$ cat src/rtl/uart_pkg.sv
// Shared definitions for the UART receive path: controller state encoding
// and the level of an idle serial line.
package uart_pkg;

  typedef enum logic [2:0] {
    IDLE  = 3'd0,
    START = 3'd1,
    DATA  = 3'd2,
    STOP  = 3'd3,
    BREAK = 3'd4
  } uart_state_t;

  localparam logic LINE_IDLE = 1'b1;

endpackage

$ cat src/rtl/shift_register_l.sv
// Serial-in parallel-out shift register with load (shift) enable.
// Mode 1 shifts right with the new bit entering the MSB; Mode 0 shifts left.
module shift_register_l #(
  parameter int W    = 8,
  parameter int Mode = 0
) (
  input  logic         clock,
  input  logic         reset_n,
  input  logic         load,
  input  logic         in,
  output logic [W-1:0] q
);

  generate
    if (W == 1) begin : g_single
      always_ff @(posedge clock or negedge reset_n) begin
        if (!reset_n)  q <= '0;
        else if (load) q <= in;
      end
    end else if (Mode == 1) begin : g_right
      always_ff @(posedge clock or negedge reset_n) begin
        if (!reset_n)  q <= '0;
        else if (load) q <= {in, q[W-1:1]};
      end
    end else begin : g_left
      always_ff @(posedge clock or negedge reset_n) begin
        if (!reset_n)  q <= '0;
        else if (load) q <= {q[W-2:0], in};
      end
    end
  endgenerate

endmodule

$ cat src/rtl/uart_rx_ctrl.sv
// UART receive controller: synchronizes rx, times bit cells with a divider,
// pulses the shift register at mid-bit and strobes a good word or frame error.
module uart_rx_ctrl
  import uart_pkg::*;
#(
  parameter int W   = 8,
  parameter int DIV = 16
) (
  input  logic         clock,
  input  logic         reset_n,
  input  logic         rx,
  output logic [W-1:0] data,
  output logic         valid,
  output logic         frame_err,
  output logic         busy
);

  localparam int CW = $clog2(DIV);
  localparam int BW = $clog2(W + 1);
  localparam logic [CW-1:0] CNT_HALF = CW'(DIV / 2 - 1);
  localparam logic [CW-1:0] CNT_LAST = CW'(DIV - 1);
  localparam logic [BW-1:0] BI_LAST  = BW'(W - 1);

  logic        rx_m, rx_s;
  uart_state_t state, state_nx;
  logic [CW-1:0] cnt;
  logic [BW-1:0] bi;
  logic          shift_en, take, err;
  logic [W-1:0]  sr_q;

  always_ff @(posedge clock or negedge reset_n) begin
    if (!reset_n) begin
      rx_m <= LINE_IDLE;
      rx_s <= LINE_IDLE;
    end else begin
      rx_m <= rx;
      rx_s <= rx_m;
    end
  end

  always_ff @(posedge clock or negedge reset_n) begin
    if (!reset_n) state <= IDLE;
    else          state <= state_nx;
  end

  always_comb begin
    state_nx = state;
    shift_en = 1'b0;
    take     = 1'b0;
    err      = 1'b0;
    case (state)
      IDLE:  if (rx_s != LINE_IDLE) state_nx = START;
      START: if (cnt == CNT_HALF) state_nx = rx_s ? IDLE : DATA;
      DATA: begin
        if (cnt == CNT_LAST) begin
          shift_en = 1'b1;
          if (bi == BI_LAST) state_nx = STOP;
        end
      end
      STOP: begin
        if (cnt == CNT_LAST) begin
          if (rx_s) begin
            take     = 1'b1;
            state_nx = IDLE;
          end else begin
            err      = 1'b1;
            state_nx = BREAK;
          end
        end
      end
      // Hold off new starts until the line has gone back to idle.
      BREAK:   if (rx_s == LINE_IDLE) state_nx = IDLE;
      default: state_nx = IDLE;
    endcase
  end

  // Divider restarts on every state change and after each data-bit cell.
  always_ff @(posedge clock or negedge reset_n) begin
    if (!reset_n)                                cnt <= '0;
    else if (state_nx != state)                  cnt <= '0;
    else if (state == DATA && cnt == CNT_LAST)   cnt <= '0;
    else                                         cnt <= cnt + 1'b1;
  end

  always_ff @(posedge clock or negedge reset_n) begin
    if (!reset_n)          bi <= '0;
    else if (state == START) bi <= '0;
    else if (shift_en)     bi <= bi + 1'b1;
  end

  shift_register_l #(.W(W), .Mode(1)) u_sr (
    .clock   (clock),
    .reset_n (reset_n),
    .load    (shift_en),
    .in      (rx_s),
    .q       (sr_q)
  );

  always_ff @(posedge clock or negedge reset_n) begin
    if (!reset_n) begin
      data      <= '0;
      valid     <= 1'b0;
      frame_err <= 1'b0;
    end else begin
      valid     <= take;
      frame_err <= err;
      if (take) data <= sr_q;
    end
  end

  assign busy = (state != IDLE);

endmodule

$ cat config.mk
export PLATFORM = sky130hd
export DESIGN_NAME = uart_rx_ctrl
export DESIGN_NICKNAME = d
export VERILOG_FILES = /design/src/rtl/uart_pkg.sv /design/src/rtl/shift_register_l.sv /design/src/rtl/uart_rx_ctrl.sv
export SDC_FILE = /design/constraint.sdc
export NUM_CORES = 1
export LEC_CHECK = 0
export ABC_AREA = 1
export BUFFER_PORTS_ARGS = -buffer_cell sky130_fd_sc_hd__clkbuf_2
export CORE_MARGIN = 1
export CORE_UTILIZATION = 40
export DETAILED_ROUTE_END_ITERATION = 6
export PLACE_DENSITY_LB_ADDON = 0.15
export REMOVE_ABC_BUFFERS = 1
export SLEW_MARGIN = 20
export SYNTH_ARGS = -nofsm -noshare
export SYNTH_HDL_FRONTEND = slang
export SYNTH_SLANG_ARGS = --single-unit
$ cat constraint.sdc
create_clock -name clock -period 1.5 [get_ports clock]
set_input_delay 0.225 -clock clock [delete_from_list [all_inputs] [get_ports clock]]
set_output_delay 0.225 -clock clock [all_outputs]
set_load 0.005 [all_outputs]
After elaboration in Yosys (flattened, before gate mapping)
Index checks and enable logic that the tools add are counted.
{ "classes": {"add_sub_neg": 2, "n_eq_ne": 8, "muxes": 21, "reduce_logical": 4} }
{ "ops": {"columns": ["cell", "count"], "rows": [
  ["3-bit 2-to-1 mux", 7],
  ["4-bit 2-to-1 mux", 4],
  ["3-bit case mux with 5 select lines", 1],
  ["4-bit by 1-bit adder with 4-bit output, second input constant", 2],
  ["4-bit by 3-bit equality test with 1-bit output, second input constant", 2],
  ["1-bit 2-to-1 mux", 8],
  ["3-bit by 2-bit equality test with 1-bit output, second input constant", 2],
  ["4-bit equality test, second input constant", 1],
  ["3-bit by 1-bit equality test with 1-bit output, second input constant", 1],
  ["3-bit equality test, second input constant", 1],
  ["3-bit logical NOT", 1],
  ["3-bit != test", 1],
  ["3-bit nonzero test", 1],
  ["2-bit 2-to-1 mux", 1],
  ["2-bit nonzero test", 1],
  ["1-bit logical AND", 1]
]} }
{ "word_totals": {"regBits": 31, "input_bits": 3, "output_inout_bits": 11, "wordCells": 44} }

Longest topological paths before layout
{ "depth": {"ltp_word": 6, "ltp_mapped": 10, "depth_no_buf": 10} }

Modules after synthesis
From an unflattened synthesis, not the netlist that was laid out.
{ "hier_totals": {"cells_unflattened": 150, "hier_area_um2": 1355.0} }
{ "by_module_without_submodules": {"columns": ["module", "instances", "cells_each", "area_each_um2", "seq_area_each_um2"], "rows": [
  ["uart_rx_ctrl", 1, 116, 1049.8, 578.1],
  ["shift_register_l", 1, 34, 305.3, 200.2]
]} }

Worst setup path after synthesis
No wires, ideal clock.
{ "synth_timing": {"path_kind": "register -> register", "from": "reg cnt[0]", "to": "reg cnt[3]", "setup_time_ps": 121, "arrival_time_ps": 1251, "slack_ps": 128, "stages_incl_launch_ff": 11, "synth_period_minus_slack_ps": 1372, "path_cell_list": "dfrtp_1 > ha_1 > nand3_2 > nand2_1 > nand2_1 > nor2_2 > nand2_2 > nand2_1 > nand2_1 > nand2_2 > nor2_1"} }
{ "synth_via": {"elab_chain_cells": 5, "word_cells_on_any_way": 11, "cone_classes": "1 x add/sub; 3 x eq/ne; 6 x mux; 1 x reduce/logical"} }
{ "synth_rtl": {"columns": ["element", "line", "source"], "rows": [
  ["from (decl)", "uart_rx_ctrl.sv:26", "logic [CW-1:0] cnt;"],
  ["from (signal assigned)", "uart_rx_ctrl.sv:82", "else cnt <= cnt + 1'b1;"],
  ["4-bit equality test or 4-bit by 3-bit equality test with 1-bit output (tied branches)", "uart_rx_ctrl.sv:55, uart_rx_ctrl.sv:61, uart_rx_ctrl.sv:53", null],
  ["3-bit 2-to-1 mux, on equally long branches", "uart_rx_ctrl.sv:61, uart_rx_ctrl.sv:53, uart_rx_ctrl.sv:55", null],
  ["3-bit case mux with 5 select lines (*)", "uart_rx_ctrl.sv:51", "case (state)"],
  ["net state_nx[0]", "uart_rx_ctrl.sv:25", "uart_state_t state, state_nx;"],
  ["3-bit != test (*)", "uart_rx_ctrl.sv:80", "else if (state_nx != state) cnt <= '0;"],
  ["4-bit 2-to-1 mux (*)", "uart_rx_ctrl.sv:80", null]
]} }
The timed path passes the listed nets; every way through them passes the cells marked *.
A chain may end at the register's enable or synchronous reset.

Final worst setup path
{ "layout_timing": {"from": "reg cnt[1]", "to": "reg cnt[0]"} }
{ "layout_via": {"elab_chain_cells": 5, "word_cells_on_any_way": 10, "cone_classes": "3 x eq/ne; 6 x mux; 1 x reduce/logical"} }
{ "layout_rtl": {"columns": ["element", "line"], "rows": [
  ["4-bit equality test or 4-bit by 3-bit equality test with 1-bit output (tied branches)", null],
  ["3-bit 2-to-1 mux, on equally long branches", "uart_rx_ctrl.sv:61, uart_rx_ctrl.sv:53, uart_rx_ctrl.sv:55"],
  ["3-bit case mux with 5 select lines", "uart_rx_ctrl.sv:51"],
  ["3-bit != test", "uart_rx_ctrl.sv:80"],
  ["4-bit 2-to-1 mux (*)", "uart_rx_ctrl.sv:80"]
]} }
Mark *: on every way between the ends. The rest lies on a longest branch, timed or not.

==> impl_metrics.ini <==
[critical_path]
path_class = flop to flop
start_kind = flop
crit_required_ps = 1760
worst_setup_path_end_kind = flop
arrival_ps = 1710
critPathMaxFanout = 6

[placed_design]
dp_slack_ps = -0.143
dpl.hpwl_mm = 1.71
routabilityCongestion = 0.955
port_buffers = 13

[logic_synthesis]
seq_area_frac_synth_pct = 57.4
synth_top_family_by_area = simple AND/OR/NAND/NOR gates
synth_cell_types = 23
synth_compound_area_share_pct = 11.7
synth-xor-area-share_pct = 0.646
yosys.area_share.simple_pct = 22.3
yosys_register_bits = 31
synth_area_sq_um = 1360
synth_cells = 143
synthMuxAreaShare_pct = 0
syn_area_per_cell_sq_um = 9.48
synthAdderAreaFrac_pct = 1.85
synth-warning-count = 0

[die]
die_w_microns = 60.2
start_util_pct = 43.3
rows = 20
ios = 14
die_h_microns = 60.2
fp.dieArea_sq_um = 3620
core-area_sq_um = 3130

[sta]
fin_setup_tns_ps = 0
fin_skew_ps = 10.1
rsz0062_at_grt = true
finalMaxSlewViolations = 0
fmax_mhz = 687
hold_ws_ps = 341
worst_slack_ps = 44.1
slew_headroom_pct = 73.7
finalHoldViolations = 0
finalCritPeriodShare_pct = 97.1
worst_pin_slew_ps = 394
min_period_ps = 1460
setup_violations = 0

[drt]
viasPerCell = 4.81
firstDrtPassIters = 4
avgRoutedWirePerCell_microns = 11.7
via_count = 1038
final_antenna_net_count = 0
wirelength_mm = 2.52
drcViolationCount = 0
drt-initial-drc-count = 18

[clocking]
root_buffer = clkbuf_4
cts_tree = done
htreeDepth = 2
clockBufferDepth = 2
clock_sinks = 31
clkTransAtPathRegs_ps = 100
clk_latency_ps = 330
cts-buffers-inserted = 5

[job]
drv_cap = 0

[pwr]
ir_drop_v = 0.000929
p_per_area_nw_per_um2 = 1390
leakage_nw = 0.806

[cells_and_area]
fin_nets = 176
syn2layout_area_growth_pct = 29.5
antenna_cells = 0
final_common_cell = nand2_1
layout_common_cells = nand2_1 (29), dfrtp_1 (27), clkbuf_2 (13), o21ai_0 (12), inv_1 (12)
fillCellCount = 291
drive_above_1_share_pct = 36.6

[global_routing]
track_usage_pct = 17.1
grt_pass1_vias = 989
grt-ovfl-total = 0
top_usage_layer = met2
grt_pass1_wl_mm = 4.31
grtUsageMet2_pct = 24.5
gr-usage-met1_pct = 22.0
gr-usage-met3_pct = 4.55
grt_max_degree = 18
antenna_found_initial = 0

[status]
status = complete, no violations

[worst_hold_path]
hold_path.class = primary input to asynchronous set/reset pin
power by group:
part           internal [W]  switching [W]  leakage [nW]  total (W)
Sequential         0.000898      0.0000758         0.417   0.000974
Combinational      0.000285       0.000371         0.336   0.000657
Clock              0.000520       0.000288        0.0525   0.000808
Total               0.00170       0.000735         0.806    0.00244
worst max-delay path, stage by stage, from the launching register on:
cell	delay, ps
dfrtp_1	430
ha_4	200
nand3_4	110
nor2_4	60
buf_4	140
buf_6	120
or2_2	270
nor2_1	80
final cells by class:
class	instances	area [sq um]	share of cell area, %
clock inverter	2	60.1	3.42
sequential	31	781	44.5
multi-input combinational	93	583	33.2
timing repair buffer	24	173	9.84
tap	44	55.1	3.14
clock buffer	6	41.3	2.35
inverter	16	62.6	3.56
path summary, 6_finish.rpt:
| kind | startpoint | endpoint | slack (ps) | cells past startpoint |
|---|---|---|---|---|
| worst max-delay path | cnt[1]$_DFF_PN0_ | cnt[0]$_DFF_PN0_ | 40 | 7 |
| worst min-delay path | reset_n | data[1]$_DFFE_PN0P_ | 340 | 2 |
| worst max register to register | cnt[1]$_DFF_PN0_ | cnt[0]$_DFF_PN0_ | 40 | 7 |
| worst min register to register | rx_m$_DFF_PN1_ | rx_s$_DFF_PN1_ | 360 | 0 |
| max in group asynchronous | reset_n | rx_m$_DFF_PN1_ | 660 | 3 |
| min in group clock | rx_m$_DFF_PN1_ | rx_s$_DFF_PN1_ | 360 | 0 |
per-layer routing:
layer	vias up	routed length, microns
li1	518	-
met1	488	1180
met2	23	1160
met3	9	103
met4	0	79
met5	-	0
stage by stage:
step                      cell area (sq um)  util [%]  total power [W]  cells
final                                  1760      56.1          0.00244    216
after global routing                   1760      56.1          0.00258    216
after CTS                              1620      51.8          0.00226    211
after detailed placement               1500      47.8          0.00144    201
after global placement                 1500      47.8          0.00143    201
after floorplan                        1330         -          0.00129    140
kinds of logic after synthesis:
kind of cell / count (synthesis)
simple gates: 64
flops: 31
compound gates: 26
buf+inv: 19
fa+ha+maj: 2
xor+xnor: 1
sequential cells by signal, summed over array words and instances (netlist names):
name	count
bi	4
cnt	4
data	8
frame_err	1
rx_m	1
rx_s	1
state	3
u_sr.q	8
valid	1
synthesized netlist by cell type:
cell type | n | area (sq um)
or2_2 | 1 | 6.26
inv_2 | 1 | 3.75
dfstp_2 | 2 | 52.6
a21oi_1 | 5 | 25.0
nand3_2 | 2 | 20.0
buf_6 | 1 | 11.3
nor2_4 | 1 | 11.3
ha_1 | 2 | 25.0
nand4_1 | 1 | 6.26
nand3_1 | 5 | 25.0
nor2_2 | 3 | 18.8
nand2_2 | 2 | 12.5
nand4_2 | 2 | 25.0
o21ai_0 | 13 | 65.1
nor2_1 | 14 | 52.6
xnor2_1 | 1 | 8.76
dfrtp_1 | 29 | 726
buf_2 | 2 | 10.0
o21ai_2 | 7 | 61.3
nand2_1 | 32 | 120
inv_1 | 15 | 56.3
nor3_1 | 1 | 5.00
o31ai_1 | 1 | 7.51
repair_timing:
item / CTS / global route
endpoints found under the setup margin: 4 / 14
hold buffers: 2 / 0
setup buffers: 0 / 5
hold endpoints to repair: 15 / 0
pin swaps: 0 / 8
resized for setup: 1 / 27
gates cloned: 0 / 0
(Power assumes the default switching activity.)
